**config.mk**
```make
export PLATFORM = sky130hd
export DESIGN_NAME = pc_gen
export DESIGN_NICKNAME = d
export VERILOG_FILES = /design/src/rtl/riscvibe_pkg.sv /design/src/rtl/pc_redirect_buf.sv /design/src/rtl/pc_gen.sv
export SDC_FILE = /design/constraint.sdc
export NUM_CORES = 1
export LEC_CHECK = 0
export BUFFER_PORTS_ARGS = -buffer_cell sky130_fd_sc_hd__buf_2
export CAP_MARGIN = 40
export CORE_ASPECT_RATIO = 1.5
export CORE_MARGIN = 3
export CORE_UTILIZATION = 50
export DETAILED_ROUTE_END_ITERATION = 8
export PLACE_DENSITY = 0.76
export SLEW_MARGIN = 20
export SYNTH_ARGS = -nofsm -noshare
export SYNTH_HDL_FRONTEND = slang
export SYNTH_HIERARCHICAL = 1
export SYNTH_SLANG_ARGS = --single-unit
```
**constraint.sdc**
```tcl
create_clock -name clk -period 2.8 [get_ports clk]
set_input_delay 0.42 -clock clk [delete_from_list [all_inputs] [get_ports clk]]
set_output_delay 0.42 -clock clk [all_outputs]
set_load 0.1 [all_outputs]
```
**src/rtl/riscvibe_pkg.sv**
```systemverilog
// Shared RISC-Vibe types and helpers used by the fetch-PC unit.
package riscvibe_pkg;

    typedef enum logic [1:0] {
        PC_BOOT,
        PC_RUN,
        PC_HALT
    } pc_state_t;

    // Sequential PC increment in bytes for a given instruction alignment in bits.
    function automatic int unsigned pc_incr(input int unsigned ialign);
        return ialign / 8;
    endfunction

    // Only the two low address bits ever matter for 16/32-bit alignment.
    function automatic logic is_misaligned(input logic [1:0] addr_lo, input int unsigned ialign);
        if (ialign == 16) begin
            return addr_lo[0];
        end
        return |addr_lo;
    endfunction

endpackage

```
**src/rtl/pc_redirect_buf.sv**
```systemverilog
// One-entry holding register for a redirect that arrived while a fetch request was stalled.
module pc_redirect_buf #(
    parameter int unsigned XLEN = 32
) (
    input  logic            clk,
    input  logic            rst_n,
    input  logic            set,
    input  logic [XLEN-1:0] data,
    input  logic            consume,
    input  logic            clear,
    output logic            valid,
    output logic [XLEN-1:0] target
);

    logic            valid_q;
    logic [XLEN-1:0] target_q;

    // A newer set simply overwrites the stored target.
    always_ff @(posedge clk or negedge rst_n) begin
        if (!rst_n) begin
            valid_q  <= 1'b0;
            target_q <= '0;
        end else if (clear || consume) begin
            valid_q  <= 1'b0;
        end else if (set) begin
            valid_q  <= 1'b1;
            target_q <= data;
        end
    end

    assign valid  = valid_q;
    assign target = target_q;

endmodule

```
**src/rtl/pc_gen.sv**
```systemverilog
// Fetch PC generator: holds the fetch PC, issues it over valid/ready and applies
// trap / branch redirects, deferring redirects that hit a stalled request.
module pc_gen
    import riscvibe_pkg::*;
#(
    parameter int unsigned     XLEN         = 32,
    parameter logic [XLEN-1:0] RESET_VECTOR = '0,
    parameter int unsigned     IALIGN       = 32
) (
    input  logic            clk,
    input  logic            rst_n,
    input  logic            stall,
    input  logic            redirect_valid,
    input  logic [XLEN-1:0] redirect_target,
    input  logic            trap_valid,
    input  logic [XLEN-1:0] trap_target,
    output logic            fetch_valid,
    input  logic            fetch_ready,
    output logic [XLEN-1:0] fetch_pc,
    output logic [XLEN-1:0] pc_next_seq,
    output logic            misalign,
    output logic [XLEN-1:0] misalign_addr
);

    localparam int unsigned INCR = pc_incr(IALIGN);

    pc_state_t       state_q, state_d;
    logic [XLEN-1:0] pc_q, pc_d;
    logic            hold_q, hold_d;
    logic            mis_q, mis_d;
    logic [XLEN-1:0] mis_addr_q, mis_addr_d;

    logic            accept;
    logic            pend_set, pend_consume, pend_clear;
    logic            pend_valid;
    logic [XLEN-1:0] pend_target;

    pc_redirect_buf #(
        .XLEN(XLEN)
    ) u_redirect_buf (
        .clk     (clk),
        .rst_n   (rst_n),
        .set     (pend_set),
        .data    (redirect_target),
        .consume (pend_consume),
        .clear   (pend_clear),
        .valid   (pend_valid),
        .target  (pend_target)
    );

    // hold_q marks a request already on the bus; it is never retracted by stall.
    assign fetch_valid = (state_q == PC_RUN) && (!stall || hold_q);
    assign accept      = fetch_valid && fetch_ready;
    assign pc_next_seq = pc_q + XLEN'(INCR);

    always_comb begin
        state_d      = state_q;
        pc_d         = pc_q;
        hold_d       = fetch_valid && !fetch_ready;
        mis_d        = 1'b0;
        mis_addr_d   = mis_addr_q;
        pend_set     = 1'b0;
        pend_consume = 1'b0;
        pend_clear   = 1'b0;

        if (state_q == PC_BOOT) begin
            state_d = PC_RUN;
        end

        if (trap_valid) begin
            // A trap flushes any outstanding fetch, so it may change pc mid-handshake.
            pc_d       = trap_target;
            pend_clear = 1'b1;
            hold_d     = 1'b0;
            state_d    = PC_RUN;
        end else if (redirect_valid && (state_q != PC_HALT)) begin
            if (is_misaligned(redirect_target[1:0], IALIGN)) begin
                mis_d      = 1'b1;
                mis_addr_d = redirect_target;
                state_d    = PC_HALT;
                pend_clear = 1'b1;
                hold_d     = 1'b0;
            end else if (!fetch_valid || accept) begin
                pc_d       = redirect_target;
                pend_clear = 1'b1;
            end else begin
                pend_set = 1'b1;
            end
        end else if (accept) begin
            pc_d         = pend_valid ? pend_target : pc_next_seq;
            pend_consume = 1'b1;
        end
    end

    always_ff @(posedge clk or negedge rst_n) begin
        if (!rst_n) begin
            state_q    <= PC_BOOT;
            pc_q       <= RESET_VECTOR;
            hold_q     <= 1'b0;
            mis_q      <= 1'b0;
            mis_addr_q <= '0;
        end else begin
            state_q    <= state_d;
            pc_q       <= pc_d;
            hold_q     <= hold_d;
            mis_q      <= mis_d;
            mis_addr_q <= mis_addr_d;
        end
    end

    assign fetch_pc      = pc_q;
    assign misalign      = mis_q;
    assign misalign_addr = mis_addr_q;

endmodule

```
# == After elaboration in Yosys (flattened, before gate mapping) ==
# Cells that the tools add are included.
# Widths: inputs -> output; s select.
# op_classes
add_sub_neg,1
n_eq_ne,4
muxes,29
bitwise,2
reduce_logical,17
# ops
operator,n
$mux 32,6
$add 32x3->32 const B,1
$mux 1,19
$mux 2,4
$reduce_and 3->1,2
$logic_and 1x1->1,4
$logic_not 1->1,3
$logic_or 1x1->1,3
$ne 3x2->1 const B,1
$ne 3x3->1 const B,1
$reduce_bool 3->1,1
$eq 2x1->1 const B,1
$logic_not 2->1,1
$ne 2x2->1 const B,1
$not 1->1,2
$reduce_and 2->1,1
$reduce_bool 2->1,1
$reduce_or 2->1,1
# word_totals
register_bits,101
in_bits,70
out_inout_bits,98
word_cells,60

# == Depth between registers and ports, before layout ==
# logic_depth
word_depth,12
ltp_mapped,10
depth_no_buf,8

# == Cells and area by module ==
# The synthesis kept the hierarchy.
# by_module_without_submodules
mod,instances,cells_per_inst,area_per_inst_um2,seq_area_each_um2
pc_gen,1,536,4289.1,1701.6
pc_redirect_buf,1,71,1247.4,825.8

# == Worst setup path after synthesis ==
# No wires, ideal clock.
# synth_path
path_type,reg2out
startpoint,"register pc_q[6], in the netlist fetch_pc[6]"
endpoint,output port pc_next_seq[23]
t_arrival_ps,3658
setup_slack_ps,-1278
path_stages_with_launch,7
path_buffers,1
cell_sequence,dfrtp_1 > buf_2 > nand4_4 > nor3_2 > and3_1 > nand4_1 > xnor2_1
# synth_between
elab_chain_cells,1
# synth_rtl
element,line,text
start: declaration,pc_gen.sv:28,"logic [XLEN-1:0] pc_q, pc_d;"
start signal: assignment,pc_gen.sv:104,pc_q <= pc_d;
$add 32x3->32,pc_gen.sv:54,assign pc_next_seq = pc_q + XLEN'(INCR);
end: declaration,pc_gen.sv:20,"output logic [XLEN-1:0] pc_next_seq,"
# Every way passes these cells.

# == Worst setup path in the final report ==
# layout_path
startpoint,"register pc_q[10], in the netlist fetch_pc[10]"
endpoint,output port pc_next_seq[26]
# Same word-level chain as after synthesis.

==> impl_results.md <==
* Util after Layout at 70.69%
* Initial antenna violation count at 0
* Max-slew violation count at 0
* CP Class: flip-flop to output port
* N_diodes at 0
* DR WL/cell at 18.89 um
* Synth cell types at 60
* Family with the most delay on the worst path: simple AND/OR/NAND/NOR gates
* CTS Sinks at 101
* Clk_lat worst skew at 0.34 ns
* Power Total at 6.520 mW
* Synthesis-stage register bit count at 101
* Crit path buffers/inverters at 1
* Non-filler cells in the finished layout at 918
* Mapped cell area at 0.005537 mm^2
* EDFF count, synth at 0
* Synth Flop Type: dfrtp_1
* Clock Pin Slew Worst Setup and Hold Paths at 0.07 ns
* Maximum clock frequency at 365.3 MHz
* Drt via density at 5.891
* Number of max-cap violations at 0
* Syn. warnings at 6
* Worst EP required at 2.38 ns
* Vias in the first global route at 5400
* Hold/Removal Path Class: primary input to flip-flop
* Syn Inst Count at 607
* Clock Tree Root: clkbuf_16
* Fin Hold WS at 0.2766 ns
* CTS tree: yes
* Min Tclk post-route at 2.737 ns
* WL final at 17.34 mm
* RSZ-0062 raised after global routing: yes
* Setup crit start: fetch_pc[10]$_DFFE_PN0P_
* Final setup fails at 0
* Final net count at 840
* Critical path arrival at 2.32 ns
* First DRT Iteration DRCs at 370
* VDD IR max at 0.5962 mV
* Drt pass-1 iters at 6
* Die ar. at 0.01240 mm^2
* First-pass GRT wire length at 27.54 mm
* WHS Path Cells at 2
* Core area at 0.01071 mm^2
* GRT Overall Usage at 28.02%
* Fin crit share at 97.76%
* Post-synthesis area per instance at 9.121 um^2
* I/O pin count at 168
* Die Ht at 134.9 um
* CTS max path bufs at 2
* Initial core utilization at 51.72%
* TritonCTS Buffers at 9
* Syn_nets at 678
* Gr ovfl total at 0
* Final RePlAce weighted congestion at 0.8841
* Max_slew headroom at 59.64%
* Final Hold Vio Count at 0
* Largest net degree at the start of global routing at 52
* Post-DP HPWL at 12.93 mm
* Crit-path max cell delay at 0.50 ns
* CP endpoint kind: output port
* Asr flop ratio synth at 100.0%
* Worst Hold Launch: fetch_ready
* Crit-path cells: nand4_4, nor4_4, nand3_2, nor2_4, xor2_4, buf_12
* Slew @ Worst Pin at 0.6007 ns
* Crit Path Max Fanout at 7
* DIE WIDTH at 91.92 um
* Leak at 3.605 nW
* Area Overhead vs Synth at 36.68%
* Slowest-stage cell, CP: dfrtp_4
* Power Dens Cells at 861.6 mW/mm^2
* # rows at 46
* Share of cells above drive strength 1 at 40.05%
* Worst R2R Start: state_q[0]$_DFF_PN0_
* Post-Route Skew at 0.009771 ns
* # DRC at 0
* Register area share after synthesis at 45.65%
* Worst path depth at 6
* Number of routed nets with antenna violations at 0
* R2R depth at 8
* Status: finished clean
* Vias at 5408
* Port bufs at 167
* H-Tree Depth at 3
* CP Launch Type: flip-flop
* Placed insts at 900
[through the flow]
stage,instance area (um^2),worst slack [ns],setup TNS [ns]
after floorplan,6007,-0.01741,-0.05220
after global placement,7166,0.3926,0
after detailed placement,7193,0.3462,0
after CTS,7506,0.004125,0
after global routing,7567,-0.04589,-0.07596
final,7567,0.06265,0
[layout by cell type, fill, tap and decap left out, drive strengths merged, types with 5 or more instances in the layout]
cell	Yosys	routed
a211oi	17	17
a21oi	18	18
a32o	8	8
and3	15	15
buf	21	188
clkbuf	19	14
dfrtp	101	101
inv	13	13
mux2	33	33
nand2	134	134
nand2b	13	13
nand3	18	18
nand4	8	8
nor2	41	41
nor3	12	12
o21a	5	5
o21ai	40	40
o22ai	5	5
o31ai	6	6
o41ai	5	5
or3	5	5
xnor2	19	19
xor2	9	9
[routing by layer]
layer	track usage, %	part of all wire (%)
met1	36.95	40
met2	45.85	50
met3	5.072	7.0
met4	11.32	3.2
met5	0	0
[state kept, by name, indices dropped and copies added, names as in the netlist]
signal,count
u_redirect_buf/target,32
hold_q,1
fetch_pc,32
misalign,1
u_redirect_buf/valid,1
state_q,2
misalign_addr,32
[worst reg2reg max path, cell delays in order, from the launching register on]
cell      delay (ns)
dfrtp_1         0.42
nand2b_1        0.19
and2_1          0.25
nand3_2         0.12
buf_4           0.36
o21a_1          0.26
buf_4           0.32
o21ai_0         0.15
a211oi_1        0.27
[Yosys cell counts, types with 3 or more instances]
| library cell | n | area, um^2 |
|---|---|---|
| a32o_1 | 8 | 80.08 |
| a31oi_1 | 3 | 18.77 |
| nand2_1 | 134 | 503.0 |
| buf_6 | 4 | 45.04 |
| o41ai_1 | 5 | 43.79 |
| o21ai_0 | 38 | 190.2 |
| o31ai_1 | 6 | 45.04 |
| nor3_1 | 11 | 55.05 |
| or3_1 | 4 | 25.02 |
| and3_1 | 15 | 93.84 |
| inv_1 | 13 | 48.80 |
| xor2_1 | 9 | 78.83 |
| buf_4 | 3 | 22.52 |
| mux2i_1 | 3 | 30.03 |
| nor2_1 | 41 | 153.9 |
| a21oi_1 | 18 | 90.09 |
| o211ai_1 | 3 | 22.52 |
| xnor2_1 | 19 | 166.4 |
| a31o_2 | 3 | 26.28 |
| and2_1 | 3 | 18.77 |
| nand4_1 | 6 | 37.54 |
| o21a_1 | 5 | 37.54 |
| a211oi_1 | 17 | 127.6 |
| clkbuf_1 | 19 | 71.32 |
| nand3_1 | 17 | 85.08 |
| buf_2 | 13 | 65.06 |
| o22ai_1 | 5 | 31.28 |
| nand2b_1 | 13 | 81.33 |
| mux2_2 | 31 | 349.1 |
| dfrtp_1 | 101 | 2527 |
[what timing repair did]
action / in CTS / in global routing
cloned: 0 / 0
buffers inserted: 0 / 1
pin swaps: 0 / 2
resized for setup: 2 / 18
hold buffers: 1 / 0
setup endpoints to repair: 3 / 10
endpoints found under the hold margin: 19 / 0
[report_power, final]
| part | internal, mW | switching, mW | leakage [nW] |
|---|---|---|---|
| clock | 0.717 | 0.539 | 0.147 |
| combinational | 0.686 | 2.61 | 2.21 |
| sequential | 1.69 | 0.281 | 1.25 |
| total | 3.09 | 3.43 | 3.61 |
[cells by family after synthesis]
family / synth area share (%)
AOI/OAI and AO/OA: 15.53
xor gates and xnor gates: 4.429
buffers and inverters: 4.633
muxes: 7.254
adders and majority gates: 0.2260
and+or+nand+nor: 22.28
DFF: 45.65
[area by class of cell]
| cell class | instances | area (um^2) |
|---|---|---|
| flip-flops and latches | 101 | 2591 |
| repair buffers | 191 | 1247 |
| well taps | 144 | 180.2 |
| clock buffers | 12 | 246.5 |
| multi-input cells | 453 | 3204 |
| clock inverters | 4 | 48.80 |
| inverters | 13 | 48.80 |
| fillers | 861 | 3138 |
[worst paths after layout]
path,to,slack [ns]
setup / recovery,pc_next_seq[26],0.06
hold / removal,hold_q$_DFF_PN0_,0.28
setup reg to reg,fetch_pc[29]$_DFFE_PN0P_,0.37
hold reg to reg,misalign_addr[27]$_DFFE_PN0P_,0.47
max in group asynchronous,fetch_pc[10]$_DFFE_PN0P_,1.47
min in group asynchronous,misalign_addr[30]$_DFFE_PN0P_,0.52
(Power assumes the default switching activity.)
